**src/rtl/mips_mc_controller.sv**
```systemverilog
// Multicycle MIPS control FSM: walks each instruction through fetch/decode/execute states.
// Latency: outputs are Moore-decoded from the registered state; pcen also uses the zero flag.
// Backpressure: none. The controller advances one state every clock.
//
// Ports:
//   clk, reset           rising-edge clock, synchronous active-high reset
//   op, funct            opcode/function fields from the instruction register
//   zero                 ALU zero flag, used for beq resolution
//   pcen                 PC load = pcwrite | (branch & zero)
//   memwrite, irwrite, regwrite, iord, memtoreg, regdst, zeroext
//                        datapath write enables and 1-bit selects
//   alusrca, alusrcb     ALU operand selects
//   pcsrc                next-PC select
//   alucontrol           ALU operation code
//   illegal              sticky flag for an unsupported op/funct
module mips_mc_controller #(
  parameter int ALUCW = 4,
  parameter int OPW   = 6
) (
  input  logic             clk,
  input  logic             reset,
  input  logic [OPW-1:0]   op,
  input  logic [OPW-1:0]   funct,
  input  logic             zero,
  output logic             pcen,
  output logic             memwrite,
  output logic             irwrite,
  output logic             regwrite,
  output logic             iord,
  output logic             memtoreg,
  output logic             regdst,
  output logic [1:0]       alusrca,
  output logic [1:0]       alusrcb,
  output logic             zeroext,
  output logic [1:0]       pcsrc,
  output logic [ALUCW-1:0] alucontrol,
  output logic             illegal
);

  localparam logic [OPW-1:0] OP_RTYPE = 6'b000000;
  localparam logic [OPW-1:0] OP_LW    = 6'b100011;
  localparam logic [OPW-1:0] OP_SW    = 6'b101011;
  localparam logic [OPW-1:0] OP_BEQ   = 6'b000100;
  localparam logic [OPW-1:0] OP_ADDI  = 6'b001000;
  localparam logic [OPW-1:0] OP_ANDI  = 6'b001100;
  localparam logic [OPW-1:0] OP_ORI   = 6'b001101;
  localparam logic [OPW-1:0] OP_J     = 6'b000010;

  localparam logic [OPW-1:0] FN_ADD = 6'b100000;
  localparam logic [OPW-1:0] FN_SUB = 6'b100010;
  localparam logic [OPW-1:0] FN_AND = 6'b100100;
  localparam logic [OPW-1:0] FN_OR  = 6'b100101;
  localparam logic [OPW-1:0] FN_SLL = 6'b000000;
  localparam logic [OPW-1:0] FN_SRL = 6'b000010;

  localparam logic [ALUCW-1:0] ALU_ADD = 4'b0000;
  localparam logic [ALUCW-1:0] ALU_SUB = 4'b0001;
  localparam logic [ALUCW-1:0] ALU_SLL = 4'b0010;
  localparam logic [ALUCW-1:0] ALU_SRL = 4'b0011;
  localparam logic [ALUCW-1:0] ALU_AND = 4'b0100;
  localparam logic [ALUCW-1:0] ALU_OR  = 4'b0101;

  typedef enum logic [3:0] {
    RST, FETCH, DECODE, MEMADR, MEMRD, MEMWB, MEMWR,
    RTYPEEX, ALUWB, BEQ, IMMEX, IMMWB, JUMP
  } state_t;

  state_t state, state_nxt;
  logic   illegal_q;
  logic   set_illegal;
  logic   pcwrite;
  logic   branch;

  // funct decode for R-type; reused in ALUWB since the IR is stable after FETCH
  logic [ALUCW-1:0] r_code;
  logic             r_valid;
  logic             r_shift;
  // immediate-op decode; reused in IMMWB for the same reason
  logic [ALUCW-1:0] i_code;
  logic             i_zext;

  always_comb begin
    r_code  = ALU_ADD;
    r_valid = 1'b1;
    r_shift = 1'b0;
    case (funct)
      FN_ADD:  r_code = ALU_ADD;
      FN_SUB:  r_code = ALU_SUB;
      FN_AND:  r_code = ALU_AND;
      FN_OR:   r_code = ALU_OR;
      FN_SLL:  begin r_code = ALU_SLL; r_shift = 1'b1; end
      FN_SRL:  begin r_code = ALU_SRL; r_shift = 1'b1; end
      default: r_valid = 1'b0;
    endcase
  end

  always_comb begin
    i_code = ALU_ADD;
    i_zext = 1'b0;
    case (op)
      OP_ANDI: begin i_code = ALU_AND; i_zext = 1'b1; end
      OP_ORI:  begin i_code = ALU_OR;  i_zext = 1'b1; end
      default: begin i_code = ALU_ADD; i_zext = 1'b0; end
    endcase
  end

  always_ff @(posedge clk) begin
    if (reset) begin
      state     <= RST;
      illegal_q <= 1'b0;
    end else begin
      state <= state_nxt;
      if (set_illegal) illegal_q <= 1'b1;
    end
  end

  always_comb begin
    state_nxt   = state;
    set_illegal = 1'b0;
    pcwrite     = 1'b0;
    branch      = 1'b0;
    memwrite    = 1'b0;
    irwrite     = 1'b0;
    regwrite    = 1'b0;
    iord        = 1'b0;
    memtoreg    = 1'b0;
    regdst      = 1'b0;
    alusrca     = 2'b00;
    alusrcb     = 2'b00;
    zeroext     = 1'b0;
    pcsrc       = 2'b00;
    alucontrol  = ALU_ADD;

    case (state)
      RST: state_nxt = FETCH;

      FETCH: begin
        irwrite   = 1'b1;
        alusrcb   = 2'b01;
        pcwrite   = 1'b1;
        state_nxt = DECODE;
      end

      DECODE: begin
        // branch target precomputed into ALUOut while the op is decoded
        alusrcb = 2'b11;
        case (op)
          OP_LW, OP_SW:             state_nxt = MEMADR;
          OP_RTYPE:                 state_nxt = RTYPEEX;
          OP_BEQ:                   state_nxt = BEQ;
          OP_ADDI, OP_ANDI, OP_ORI: state_nxt = IMMEX;
          OP_J:                     state_nxt = JUMP;
          default: begin
            state_nxt   = FETCH;
            set_illegal = 1'b1;
          end
        endcase
      end

      MEMADR: begin
        alusrca   = 2'b01;
        alusrcb   = 2'b10;
        state_nxt = (op == OP_SW) ? MEMWR : MEMRD;
      end

      MEMRD: begin
        iord      = 1'b1;
        state_nxt = MEMWB;
      end

      MEMWB: begin
        memtoreg  = 1'b1;
        regwrite  = 1'b1;
        state_nxt = FETCH;
      end

      MEMWR: begin
        iord      = 1'b1;
        memwrite  = 1'b1;
        state_nxt = FETCH;
      end

      RTYPEEX: begin
        if (r_valid) begin
          alusrca    = r_shift ? 2'b10 : 2'b01;
          alucontrol = r_code;
          state_nxt  = ALUWB;
        end else begin
          set_illegal = 1'b1;
          state_nxt   = FETCH;
        end
      end

      ALUWB: begin
        regdst     = 1'b1;
        regwrite   = 1'b1;
        alucontrol = r_code;
        state_nxt  = FETCH;
      end

      BEQ: begin
        alusrca    = 2'b01;
        alucontrol = ALU_SUB;
        pcsrc      = 2'b01;
        branch     = 1'b1;
        state_nxt  = FETCH;
      end

      IMMEX: begin
        alusrca    = 2'b01;
        alusrcb    = 2'b10;
        zeroext    = i_zext;
        alucontrol = i_code;
        state_nxt  = IMMWB;
      end

      IMMWB: begin
        regwrite   = 1'b1;
        zeroext    = i_zext;
        alucontrol = i_code;
        state_nxt  = FETCH;
      end

      JUMP: begin
        pcsrc     = 2'b10;
        pcwrite   = 1'b1;
        state_nxt = FETCH;
      end

      default: state_nxt = RST;
    endcase
  end

  assign pcen    = pcwrite | (branch & zero);
  assign illegal = illegal_q;

endmodule

```
**config.mk**
```make
export PLATFORM = sky130hd
export DESIGN_NAME = mips_mc_controller
export DESIGN_NICKNAME = d
export VERILOG_FILES = /design/src/rtl/mips_mc_controller.sv
export SDC_FILE = /design/constraint.sdc
export NUM_CORES = 1
export LEC_CHECK = 0
export ABC_AREA = 1
export BUFFER_PORTS_ARGS = -buffer_cell sky130_fd_sc_hd__buf_2
export CORE_MARGIN = 1
export CORE_UTILIZATION = 44
export DETAILED_ROUTE_END_ITERATION = 10
export GPL_TIMING_DRIVEN = 0
export PLACE_DENSITY = 0.77
export SLEW_MARGIN = 30
export SYNTH_ARGS = -nofsm -noshare
export SYNTH_HDL_FRONTEND = slang
export SYNTH_SLANG_ARGS = --single-unit
```
**constraint.sdc**
```tcl
create_clock -name clk -period 1.25 [get_ports clk]
set_input_delay 0.125 -clock clk [delete_from_list [all_inputs] [get_ports clk]]
set_output_delay 0.125 -clock clk [all_outputs]
set_load 0.1 [all_outputs]
```
==> metrics.cfg, run 1 <==
[clocking]
postCtsResizedCells = 80
clock-root-buffer = clkbuf_4
numClockSinks = 5
ctsHoldBuffers = 0
cts-htree-levels = 1
cts_setup_buffers = 7
clockBufferDepth = 2
cts_buffers = 3

[synthesis]
synth.cell_area_sq_um = 654
yosys.area.top_type = nor2_1
syn_nets = 142
syn_area_per_cell_sq_um = 5.15
yosysUniqueCellTypes = 22
synth_cells = 127
ys_seq_area_share_pct = 15.3
yosysTopAreaCellShare_pct = 17.8
netlist_top_cells_area = nor2_1 (18%), nand2_1 (17%), dfxtp_1 (15%)
yosys_warnings = 0
synth-seq-cells = 5

[placed_design]
place_inst = 174
gp_congestion = 0.779
dp_hpwl_mm = 1.61
io_buffers = 32

[outcome]
failing_step = clock tree synthesis (4_1_cts)
outcome = aborted with a tool error
error = [ERROR DPL-0038] Utilization greater than 100%, impossible to legalize

[die]
die_h_um = 40.6
initial_utilization_pct = 48.5
num_io_pins = 34
rows = 13
fp.dieW_um = 40.6

cells in the mapped netlist:
cell and count:
a21oi_2 1, nor3_2 1, inv_2 2, nor2_2 1
o21ai_0 3, dfxtp_1 5, a21oi_1 5, a211o_1 1
nand2_1 29, nand2_2 2, o2111ai_1 1, or2_1 1
nand4_1 1, nor2_4 2, o221ai_1 1, nand3_1 15
nor2_1 31, nor3_1 2, o21bai_2 1, inv_1 20
conb_1 1, buf_4 1
through the flow:
stage / cell area, sq um / TNS, ps / hold WS [ps] / util, % / setup WS [ps]
2_1_floorplan: 827 / -4660 / 187 / - / -622
3_3_place_gp: 1010 / -4370 / 330 / 74.5 / -496
3_5_place_dp: 1010 / -4870 / 336 / 74.5 / -531
cell families after synthesis:
family	count (synthesis)	synth area share (%)
buf+inv	23	13.8
simple gates	85	57.2
flops	5	15.3
compound gates	13	13.2
other cells	1	0.573
==> run 2: changes to the inputs <==
--- a/config.mk
+++ b/config.mk
@@ -7,11 +7,11 @@
 export LEC_CHECK = 0
 export ABC_AREA = 1
 export BUFFER_PORTS_ARGS = -buffer_cell sky130_fd_sc_hd__buf_2
-export CORE_MARGIN = 1
-export CORE_UTILIZATION = 44
+export CORE_AREA = 2 2 63 65
 export DETAILED_ROUTE_END_ITERATION = 10
+export DIE_AREA = 0 0 65 67
 export GPL_TIMING_DRIVEN = 0
-export PLACE_DENSITY = 0.77
+export PLACE_DENSITY_LB_ADDON = 0.15
 export SLEW_MARGIN = 30
 export SYNTH_ARGS = -nofsm -noshare
 export SYNTH_HDL_FRONTEND = slang
==> run 2 against run 1 <==
Compared with the run above:
- the flow now finishes, with violations (negative setup slack)
- synthesized cell count is the same
- area after synthesis is the same
==> metrics.cfg, run 2 <==
[outcome]
outcome = finished, violations left
violations = negative setup slack

[die]
fp.dieW_um = 65
rows = 22
initial_utilization_pct = 18.1
die_h_um = 67
core_area_sq_mm = 0.00361
die-area_sq_mm = 0.00436
num_io_pins = 34

[pwr]
swShare_pct = 47.7
powerDensity_mw_per_mm2 = 810
vdd_ir_drop_max_uv = 253
clockPowerShare_pct = 22.5
p_leak_nw = 0.714
comb_power_share_pct = 61.7
internal_power_mw = 0.671
p_seq_share_pct = 15.8
switchingPower_mw = 0.613

[timing]
hold_viol = 0
post-route-period-util_pct = 122
fin_tns_setup_ps = -2950
setup_violations = 19
fmax_ghz = 0.656
rsz0062_at_grt = yes
setup_slack_ps = -274
finalClockSkew_ps = 1.52
slew_violations = 0
fin_crit_ps = 1520

[clocking]
clockBufferDepth = 2
clock-root-buffer = clkbuf_8
cts_tree = built
ctsHoldBuffers = 0
clk_latency_ps = 220
cts_buffers = 3
clkTransAtPathRegs_ps = 30
cts-htree-levels = 1
numClockSinks = 5

[grt]
antenna_found_initial = 0
grt_pass1_vias = 939
grt_pass1_wl_mm = 4.09
grt_max_degree = 7
track_usage_pct = 12.0
overflow = 0

[worst_setup_path]
crit_fanout = 4
cp-end-kind = primary output
crit_type = flip-flop to primary output
critical_path.startpoint_type = flip-flop
cp_data_required_time_ps = 1120
cp.arrival_ps = 1400

[synthesis]
post-synth-top-count-cell = nor2_1
synth-seq-cells = 5
syn_area_per_cell_sq_um = 5.15
ys.flop_type = dfxtp_1
synth.cell_area_sq_um = 654
yosys.area.top_type = nor2_1
synthArstFlopShare_pct = 0
synth-edff-count = 0
ys_seq_area_share_pct = 15.3
yosysUniqueCellTypes = 22
yosys_warnings = 0
synth_common_cells = nor2_1 (31), nand2_1 (29), inv_1 (20), nand3_1 (15)
yosysTopAreaCellShare_pct = 17.8
syn_nets = 142
synth_cells = 127
netlist_top_cells_area = nor2_1 (18%), nand2_1 (17%), dfxtp_1 (15%)

[placed_design]
io_buffers = 32
dp_hpwl_mm = 1.83
post-place-ws_ps = -521
gp_congestion = 0.774

[cells_and_area]
drive_above_1_share_pct = 57.8
final_common_cell = nand2_1
largest_register_ffs = 4
top_register = state
fin_util_pct = 44.0
final_cell_mix = nand2_1 (21), nor2_1 (20), buf_12 (18)
final_nets = 196
n_antenna_cell = 0
syn_to_final_growth_pct = 142

[detailed_routing]
antenna_left = 0
drc_errors = 0
vias = 960
vias_per_cell = 4.21
drtIter0Drc = 10
wire_per_inst_um = 10.6
wl_mm = 2.41
firstDrtPassIters = 4

[hold_path]
min_path_type = input port to flip-flop

[job]
drv_cap = 0

[run 2: cell counts after synthesis]
Identical to the previous run, type by type.
[run 2: final cells by class]
cell class                 instances  area, sq um
timing repair buffer              49          574
tap                               48         60.1
fill                             368         2020
inverter                          22         97.6
sequential                         5          115
buffer                             1         7.51
clock buffer                       4         45.0
multi-input combinational         99          686
[run 2: worst max-delay path, cell delays in order (launching register included)]
cell and delay (ps):
dfxtp_4 360, inv_4 70, nand2_4 60, buf_12 130, nor2_4 150, nor2_4 70, o21ai_4 140, buf_12 190
[run 2: final timing paths]
path / cells past startpoint / start / slack, ps / end
max: 7 / state[2] / -270 / alucontrol[2]
min: 2 / reset / 110 / illegal
max reg2reg: 8 / state[1] / -50 / illegal
min reg2reg: 2 / illegal / 510 / illegal
[run 2: logic make-up (layout without fill, tap and decap cells)]
logic type	count (synthesis)	count (layout)	share of synthesized area (%)
other	1	1	0.573
DFF	5	5	15.3
AOI/OAI and AO/OA	13	13	13.2
buffers and inverters	23	76	13.8
and+or+nand+nor	85	85	57.2
[run 2: metrics by stage]
step / hold WS [ps] / cell area, sq um / cells / total power, mW
final: 112 / 1590 / 228 / 1.28
after global routing: 115 / 1590 / 228 / 1.36
after CTS: 113 / 1470 / 222 / 1.23
after detailed placement: 342 / 1050 / 207 / 0.789
after global placement: 339 / 1050 / 207 / 0.788
after floorplan: 187 / 827 / 127 / 0.683
[run 2: what timing repair did]
action                                 in CTS  in global routing
pin swaps                                  11                  7
resized for setup                          84                 15
endpoints found under the hold margin       0                  0
buffers inserted                           11                  7
setup endpoints to repair                  21                 21
[run 2: power by group through the flow]
stage                     Sequential (mW)  Combinational, mW  Clock, mW
after floorplan                     0.228              0.455          0
after global placement              0.209              0.578          0
after global routing                0.206              0.835      0.314
after detailed placement            0.209              0.580          0
final                               0.203              0.792      0.289
after CTS                           0.202              0.725      0.300
[run 2: metal layers]
layer,GRT usage (%),part of all wire (%),up-vias
met5,0,0,-
met4,1.60,0,0
met3,3.38,4.8,0
met2,21.8,51,26
met1,14.4,44,424
li1,-,-,510
No activity file was read; power rests on OpenSTA's default activity.
==> run 3: changes to the inputs <==
--- a/config.mk
+++ b/config.mk
@@ -12,7 +12,7 @@
 export DIE_AREA = 0 0 65 67
 export GPL_TIMING_DRIVEN = 0
 export PLACE_DENSITY_LB_ADDON = 0.15
-export SLEW_MARGIN = 30
+export SLEW_MARGIN = 5
 export SYNTH_ARGS = -nofsm -noshare
 export SYNTH_HDL_FRONTEND = slang
 export SYNTH_SLANG_ARGS = --single-unit
==> constraint.sdc (replaced) <==
create_clock -name clk -period 1.6 [get_ports clk]
set_input_delay 0.16 -clock clk [delete_from_list [all_inputs] [get_ports clk]]
set_output_delay 0.16 -clock clk [all_outputs]
set_load 0.005 [all_outputs]
==> run 3 against run 2 <==
Compared with the run above:
- the flow now finishes without violations
- sequential power shrank 25%
- first-iteration DRC count grew to 5.6 times the previous value
- non-clock buffer count shrank 17
- sequential share of layout area grew 3.6 points
- core utilization shrank 18 points
- count of clock-buffer cells in the layout is the same
==> metrics.cfg, run 3 (same netlist as run 2, synthesis figures left out) <==
[job]
drv_cap = 0

[die]
rows = 22
core_area_sq_mm = 0.00361
fp.dieW_um = 65
die-area_sq_mm = 0.00436
initial_utilization_pct = 18.1
die_h_um = 67
num_io_pins = 34

[grt]
grt_use_met1_pct = 13.3
grt_util_met2_pct = 16.5
track_usage_pct = 10.1
grt_max_degree = 7
grt_pass1_vias = 804
overflow = 0
use_met3_pct = 3.04
grt_pass1_wl_mm = 3.47
antenna_found_initial = 0
busiest_layer = met2

[clocking]
clockBufferDepth = 2
cts_buffers = 3
cts_setup_buffers = 0
clock-root-buffer = clkbuf_8
cts_tree = built
ctsHoldBuffers = 0
clkTransAtPathRegs_ps = 40
numClockSinks = 5
clk_latency_ps = 220
cts-htree-levels = 1

[worst_setup_path]
crit_slowest_cell = dfxtp_1
reg2reg_to = state[0]
cp_data_required_time_ps = 1440
reg2reg_depth = 7
r2r-start = state[1]
cp-end-kind = primary output
reg2reg_slack_ps = 390
critical_path.startpoint_type = flip-flop
crit_fanout = 4
crit_type = flip-flop to primary output
slowest_delay_ps = 330
path_cells = inv_1 -> nand2_1 -> nor2_4 -> nor2_1 -> o21ai_0 -> buf_2
cp.arrival_ps = 1330

[cells_and_area]
multi_input_area_sq_um = 484
syn_to_final_growth_pct = 44.0
final-seq-area_sq_um = 103
largest_register_ffs = 4
nFillCells = 417
final_cell_mix = buf_2 (32), nor2_1 (29), nand2_1 (27)
n_antenna_cell = 0
top_register = state
final_common_cell = buf_2
final_nets = 179
drive_above_1_share_pct = 31.9

[detailed_routing]
vias_per_cell = 4.17
antenna_left = 0
drc_errors = 0
wl_mm = 2.09
firstDrtPassIters = 4
vias = 880
wire_per_inst_um = 9.89
drtIter0Drc = 56

[timing]
hold_viol = 0
setup_violations = 0
fin_tns_setup_ps = 0
finalClockSkew_ps = 2.53
fmax_ghz = 0.672
holdWs_ps = 150
rsz0062_at_grt = no
slew_violations = 0
post-route-period-util_pct = 93.0
fin_crit_ps = 1490

[hold_path]
min_path_type = input port to flip-flop
hp-start = reset
hold_path_end = illegal
min_path_cells = 2

[pwr]
vdd_ir_drop_max_uv = 654
powerDensity_mw_per_mm2 = 623
p_leak_nw = 0.538
total_power_mw = 0.587

[placed_design]
io_buffers = 32
gp_congestion = 0.757
dp_hpwl_mm = 1.78

[outcome]
outcome = complete, no violations

-- run 3: cell types whose count changed in the layout (fill, tap and decap cells not counted), moves of 5 or more --
cell,previous run,this run
buf_12,18,0
buf_2,15,32
buf_4,12,1
nor2_1,20,29
nor2_4,12,3
inv_1,12,20
nand2_1,21,27
buf_6,5,0
nand2_4,6,1
-- run 3: worst max-delay path, delay by kind of cell, from the launching register on --
family	cells	cell delay (ps)
AOI/OAI and AO/OA	1	140
DFF	1	330
buffers and inverters	2	260
and+or+nand+nor	3	370
-- run 3: stage by stage --
step / area (sq um) / instances / util, % / worst slack (ps)
final: 942 / 211 / 26.1 / 113
after global routing: 942 / 211 / 26.1 / 0.168
after CTS: 922 / 211 / 25.6 / 6.38
after detailed placement: 875 / 207 / 24.3 / 227
after global placement: 875 / 207 / 24.3 / 219
after floorplan: 654 / 127 / - / 479
-- run 3: layer usage --
layer | vias up | share of wire, %
met3 | 0 | 5.4
met2 | 21 | 44
met5 | - | 0
li1 | 473 | -
met4 | 0 | 0
met1 | 386 | 51
-- run 3: power breakdown --
group          switching [mW]  internal (mW)
clock                  0.0631          0.171
combinational           0.123         0.0766
sequential             0.0139          0.139
-- run 3: cell type report --
type,count,share of cell area (%)
tap,48,6.37
sequential,5,10.9
inverter,22,8.76
multi-input combinational,99,51.4
timing repair buffer,32,17.0
buffer,1,0.797
clock buffer,4,4.78
-- run 3: repair_timing --
| action | in CTS | in global routing |
|---|---|---|
| resized for setup | 1 | 7 |
| gates cloned | 0 | 0 |
| setup endpoints to repair | 2 | 5 |
| pin swaps | 0 | 1 |
| hold endpoints to repair | 0 | 0 |
-- run 3: how the worst max path moves through the flow --
stage                        start             to
after CTS                 state[1]  alucontrol[2]
after floorplan           state[1]  alucontrol[2]
after global routing      state[1]           pcen
after global placement    state[0]           pcen
after detailed placement  state[0]           pcen
final                     state[1]  alucontrol[2]
